$ cat config.mk
export PLATFORM = sky130hd
export DESIGN_NAME = residual_skip_aligner
export DESIGN_NICKNAME = d
export VERILOG_FILES = /design/src/rtl/residual_skip_aligner.sv
export SDC_FILE = /design/constraint.sdc
export NUM_CORES = 1
export LEC_CHECK = 0
export ABC_AREA = 1
export CORE_MARGIN = 2
export CORE_UTILIZATION = 55
export DETAILED_ROUTE_END_ITERATION = 6
export GPL_ROUTABILITY_DRIVEN = 0
export PLACE_DENSITY = 0.75
export SLEW_MARGIN = 20
export SYNTH_ARGS = -nofsm -noshare
export SYNTH_HDL_FRONTEND = slang
export SYNTH_SLANG_ARGS = --single-unit
$ cat constraint.sdc
create_clock -name clk -period 4.8 [get_ports clk]
set_input_delay 0.48 -clock clk [delete_from_list [all_inputs] [get_ports clk]]
set_output_delay 0.48 -clock clk [all_outputs]
set_load 0.02 [all_outputs]
$ cat src/rtl/residual_skip_aligner.sv
//------------------------------------------------------------------------------
// Module  : residual_skip_aligner
// Brief   : Skip-path FIFO that pairs residual elements with main-path elements
//           in order, tracking the vector position. Optional sticky error flags
//           are built when RESIDUAL_ALIGN_ERR_EN is defined.
// Revision: 1.0
//------------------------------------------------------------------------------
`default_nettype none

module residual_skip_aligner #(
  parameter int IDATA_WIDTH = 8,
  parameter int DEPTH       = 16,
  parameter int VEC_LEN     = 64
) (
  input  logic                       clk,
  input  logic                       rst,
  input  logic                       flush,
  input  logic [IDATA_WIDTH-1:0]     skip_data,
  input  logic                       skip_vld,
  output logic                       skip_rdy,
  input  logic [IDATA_WIDTH-1:0]     main_data,
  input  logic                       main_vld,
  output logic                       main_rdy,
  output logic [IDATA_WIDTH-1:0]     out_data_a,
  output logic [IDATA_WIDTH-1:0]     out_data_b,
  output logic                       out_data_vld,
  output logic                       out_last,
  output logic [$clog2(DEPTH):0]     fifo_cnt,
  output logic                       err_ovf,
  output logic                       err_udf
);

  localparam int PTR_W  = $clog2(DEPTH);
  localparam int CNT_W  = PTR_W + 1;
  localparam int ELEM_W = (VEC_LEN > 1) ? $clog2(VEC_LEN) : 1;

  localparam logic [CNT_W-1:0]  C_FULL      = CNT_W'(DEPTH);
  localparam logic [ELEM_W-1:0] C_ELEM_LAST = ELEM_W'(VEC_LEN - 1);

  logic [IDATA_WIDTH-1:0] fifo_mem [DEPTH];

  logic [PTR_W-1:0]       wr_ptr_q, wr_ptr_d;
  logic [PTR_W-1:0]       rd_ptr_q, rd_ptr_d;
  logic [CNT_W-1:0]       cnt_q, cnt_d;
  logic [ELEM_W-1:0]      elem_q, elem_d;
  logic [IDATA_WIDTH-1:0] out_data_a_q, out_data_a_d;
  logic [IDATA_WIDTH-1:0] out_data_b_q, out_data_b_d;
  logic                   out_data_vld_q, out_data_vld_d;
  logic                   out_last_q, out_last_d;
  logic                   push, pop;

  always_comb begin
    // Readiness depends only on registered occupancy and flush, never on the valids.
    skip_rdy       = (cnt_q != C_FULL) && !flush;
    main_rdy       = (cnt_q != '0) && !flush;
    push           = skip_vld && skip_rdy;
    pop            = main_vld && main_rdy;

    wr_ptr_d       = wr_ptr_q;
    rd_ptr_d       = rd_ptr_q;
    cnt_d          = cnt_q;
    elem_d         = elem_q;
    out_data_a_d   = out_data_a_q;
    out_data_b_d   = out_data_b_q;
    out_data_vld_d = 1'b0;
    out_last_d     = 1'b0;

    if (flush) begin
      wr_ptr_d = '0;
      rd_ptr_d = '0;
      cnt_d    = '0;
      elem_d   = '0;
    end else begin
      if (push) begin
        wr_ptr_d = wr_ptr_q + PTR_W'(1);
      end
      if (pop) begin
        rd_ptr_d       = rd_ptr_q + PTR_W'(1);
        out_data_a_d   = main_data;
        out_data_b_d   = fifo_mem[rd_ptr_q];
        out_data_vld_d = 1'b1;
        out_last_d     = (elem_q == C_ELEM_LAST);
        elem_d         = (elem_q == C_ELEM_LAST) ? '0 : elem_q + ELEM_W'(1);
      end
      if (push && !pop) begin
        cnt_d = cnt_q + CNT_W'(1);
      end else if (pop && !push) begin
        cnt_d = cnt_q - CNT_W'(1);
      end
    end
  end

  always_ff @(posedge clk or posedge rst) begin
    if (rst) begin
      wr_ptr_q       <= '0;
      rd_ptr_q       <= '0;
      cnt_q          <= '0;
      elem_q         <= '0;
      out_data_a_q   <= '0;
      out_data_b_q   <= '0;
      out_data_vld_q <= 1'b0;
      out_last_q     <= 1'b0;
    end else begin
      wr_ptr_q       <= wr_ptr_d;
      rd_ptr_q       <= rd_ptr_d;
      cnt_q          <= cnt_d;
      elem_q         <= elem_d;
      out_data_a_q   <= out_data_a_d;
      out_data_b_q   <= out_data_b_d;
      out_data_vld_q <= out_data_vld_d;
      out_last_q     <= out_last_d;
    end
  end

  // Storage is intentionally unreset; entries are only read while cnt > 0.
  always_ff @(posedge clk) begin
    if (push) begin
      fifo_mem[wr_ptr_q] <= skip_data;
    end
  end

  assign out_data_a   = out_data_a_q;
  assign out_data_b   = out_data_b_q;
  assign out_data_vld = out_data_vld_q;
  assign out_last     = out_last_q;
  assign fifo_cnt     = cnt_q;

`ifdef RESIDUAL_ALIGN_ERR_EN
  logic err_ovf_q, err_ovf_d;
  logic err_udf_q, err_udf_d;

  always_comb begin
    err_ovf_d = err_ovf_q | (skip_vld && !skip_rdy && !flush);
    err_udf_d = err_udf_q | (main_vld && (cnt_q == '0) && !flush);
  end

  always_ff @(posedge clk or posedge rst) begin
    if (rst) begin
      err_ovf_q <= 1'b0;
      err_udf_q <= 1'b0;
    end else begin
      err_ovf_q <= err_ovf_d;
      err_udf_q <= err_udf_d;
    end
  end

  assign err_ovf = err_ovf_q;
  assign err_udf = err_udf_q;
`else
  assign err_ovf = 1'b0;
  assign err_udf = 1'b0;
`endif

endmodule

`default_nettype wire

==> results.toml <==
[power]
worst_ir_drop_vdd_mv = 0.401
pwr_density_cell_nw_per_um2 = 529
leakage_nw = 3.06

[clock_network]
tritoncts_clock_tree = "done"
cts-hold-fix-buffers = 0
cts_post_setup_buffers_inserted = 0
cts_clk_pin_slew_worst_paths_ns = 0.06
cts.htree.levels = 4
cts.path.max_buffers = 2
cts.sink_count = 165
cts_made_buffers = 17
cts_resized = 0
clock_tree.root_cell = "sky130_fd_sc_hd__clkbuf_16"
clkLatencyLatePin_ns = 0.42

[route]
drt_iter0_drc = 469
via_count = 4776
met2RoutedLength_um = 7620
met3WireLength_um = 1240
routed_wire_length_per_instance_um = 17.8
wirelength_met1_um = 6280
post_drt_via_cell_ratio = 5.50
ant_nets = 0
drt_wl_total_um = 15400
route.detailed.drc = 0
drt_first_pass_iters = 5
highest_layer = "met4"

[critical_path]
critical_path_s_largest_stage_delay_ns = 0.60
critical_path_buf_inv_count = 4
critPathMaxFanout = 18
worst_r2r_startpoint = "rd_ptr_q[0]$_DFFE_PP0P_"
crit_path_end_kind = "primary output"
worstPathRequired_ns = 4.32
crit_path_start = "flush"
path_delay_family = "buffers and inverters"
reg2reg_depth = 8
cp.depth = 5
critical_path_type = "in -> out"
r2r_end = "out_data_b[3]$_DFFE_PP0P_"
timing.critical_path.cells = "clkdlybuf4s50_1, inv_2, nand2_1, inv_1, clkdlybuf4s50_1"
cp_data_arrival_time_ns = 2.09
cp_slowest_cell = "sky130_fd_sc_hd__clkdlybuf4s50_1"
library_cell_appearing_most_often_on_the_critical_path = "sky130_fd_sc_hd__clkdlybuf4s50_1"
reg2reg_setup_slack_ns = 2.27
setup.worst_path.end = "skip_rdy"
start_kind = "input port"

[finish]
layout.area.seq_um2 = 4770
multi_input_area_um2 = 1950
ratio_of_cells_with_drive_above_1_in_the_final_layout_pct = 6.75
num-fill-cells = 980
num-nets-final = 715
finish.cell_count_without_fillers = 868
area_delta_synth_final_pct = 15.6
diodes = 0

[logic_synthesis]
synthXorXnorAreaFrac_pct = 0.250
netlist_instances = 647
synth_warnings = 0
synth.avg_cell_area_um2 = 10.8
share_of_the_synthesized_area_in_compound_gates_ao_oa_aoi_oai_pct = 6.01
yosysUniqueCellTypes = 28
arithmetic_cell_share_of_the_synthesized_area_counting_full_adders_half_adders_and_majority_gates_pct = 2.07
synth-seq-area-share_pct = 68.0
synthesis.area_um2 = 7010
synth-simple-area-share_pct = 19.4
yosys-mux-area-fraction_pct = 0
main_combinational_cell_family_by_area_after_synthesis = "simple AND/OR/NAND/NOR gates"
ys_ff_latch = 165

[floorplanning]
rows = 41
die-area_um2 = 13700
dieWidth_um = 117
floorplan.initialDensity_pct = 56.0
y_dimension_of_the_die_um = 117
ioPinCount = 48
core-area_um2 = 12500

[timing]
final.setup.tns_ns = 0
number_of_failing_hold_endpoints_at_the_final_stage = 0
final_count_of_negative_setup_slack_endpoints = 0
slew-limit-headroom_pct = 32.8
rsz0062_at_grt = "false"
final_period_minus_worst_setup_slack_ns = 2.57
fmaxAchievable_mhz = 388
max_slew.worst_pin.slew_ns = 1.01
timing.final.max_slew_violations = 0
timing.clock.skew_ns = 0.00598
share_of_the_cycle_needed_by_the_critical_path_after_routing_pct = 53.6

[global_routing]
grtUsageTotal_pct = 24.0
grt_remaining_overflow = 0
antenna_found_initial = 0
grt_first_pass_wirelength_um = 23600
grt_pass1_vias = 4527
grt_max_degree = 68

[worst_hold_path]
hold_crit_class = "in -> async"

[job]
max-cap-violations = 0

[placed_design]
port_buffers = 45
dp_hpwl_um = 9800
dp.cells = 836

[run_status]
run_status = "completed"
[state kept, by name, indices dropped and copies added (netlist names)]
name          flops
fifo_mem        128
out_data_a        8
out_data_b        8
elem_q            6
fifo_cnt          5
rd_ptr_q          4
wr_ptr_q          4
out_data_vld      1
out_last          1
[synth_stat cells (all sizes together)]
library cell	n	area share, %
nand4	2	0.18
edfxtp	128	55
clkinv	2	0.11
clkbuf	7	0.37
dfrtp	37	13
xor2	1	0.12
nand2	102	5.6
conb	1	0.053
buf	25	2.6
nor2	154	8.3
xnor2	1	0.12
a31oi	1	0.089
ha	10	1.8
o21ai	76	5.4
fa	1	0.29
nor3	3	0.21
a21oi	7	0.50
inv	21	1.1
nand3	68	5.1
[through the flow]
step                      utilization, %  worst slack (ns)  total power, mW  instance area [um2]  hold WS (ns)
after global routing                64.8              2.07             4.49                 8110         0.501
final                               64.8              2.23             4.29                 8110         0.469
after detailed placement            59.9              1.88             2.93                 7500         0.470
after global placement              59.9              1.95             2.90                 7500         0.468
after floorplan                        -              2.68             2.54                 7020         0.483
after CTS                           64.8              2.24             4.29                 8110         0.475
[area by class of cell]
cell class | count | share of cell area [%]
clock buffer | 17 | 5.25
clock inverter | 15 | 2.24
inverter | 23 | 1.07
multi-input combinational | 428 | 24.1
sequential | 165 | 58.9
tap | 172 | 2.66
timing repair buffer | 48 | 5.84
[report_power, final]
group | leakage, nW | total, mW | internal (mW) | switching (mW)
clock network | 0.287 | 1.36 | 0.821 | 0.540
registers | 1.63 | 1.74 | 1.66 | 0.0843
logic | 1.14 | 1.18 | 0.422 | 0.758
[worst reg2reg max path, cell delays in order, from the launching register on]
cell and delay (ns):
sky130_fd_sc_hd__dfrtp_2 0.34, sky130_fd_sc_hd__buf_4 0.55, sky130_fd_sc_hd__inv_2 0.61, sky130_fd_sc_hd__o21ai_0 0.40, sky130_fd_sc_hd__nand3_1 0.18, sky130_fd_sc_hd__nand3_1 0.13
sky130_fd_sc_hd__nand2_1 0.08, sky130_fd_sc_hd__nand2_1 0.07, sky130_fd_sc_hd__nand2_1 0.06
[layer usage]
| layer | track usage, % | up-vias |
|---|---|---|
| met3 | 6.64 | 28 |
| met4 | 8.63 | 0 |
| met5 | 0 | - |
| li1 | - | 2287 |
| met1 | 32.4 | 2285 |
| met2 | 38.2 | 176 |
[how the worst min path moves through the flow]
stage,start,end,depth (start not counted)
after global routing,rst,out_data_vld$_DFF_PP0_,3
after floorplan,elem_q[2]$_DFFE_PP0P_,elem_q[2]$_DFFE_PP0P_,2
final,rst,out_data_vld$_DFF_PP0_,3
after detailed placement,out_data_b[0]$_DFFE_PP0P_,out_data_b[0]$_DFFE_PP0P_,2
after CTS,rst,out_data_b[6]$_DFFE_PP0P_,3
after global placement,out_data_b[0]$_DFFE_PP0P_,out_data_b[0]$_DFFE_PP0P_,2
[cells by family (layout without fill, tap and decap cells)]
kind of cell	after synthesis	after routing
AOI/OAI and AO/OA	84	84
xor gates and xnor gates	2	2
adders and majority gates	11	11
buffers and inverters	55	103
DFF	165	165
other	1	2
and+or+nand+nor	329	329
[layout by cell type (no fill, tap or decap), drive strengths merged, types with 4 or more instances in the layout]
cell type	instances
a21oi	7
inv	23
ha	10
dfrtp	37
clkinv	8
nand2	102
clkbuf	17
edfxtp	128
clkinvlp	4
o21ai	76
clkdlybuf4s50	45
nor2	154
nand3	68
(Power assumes the default switching activity.)
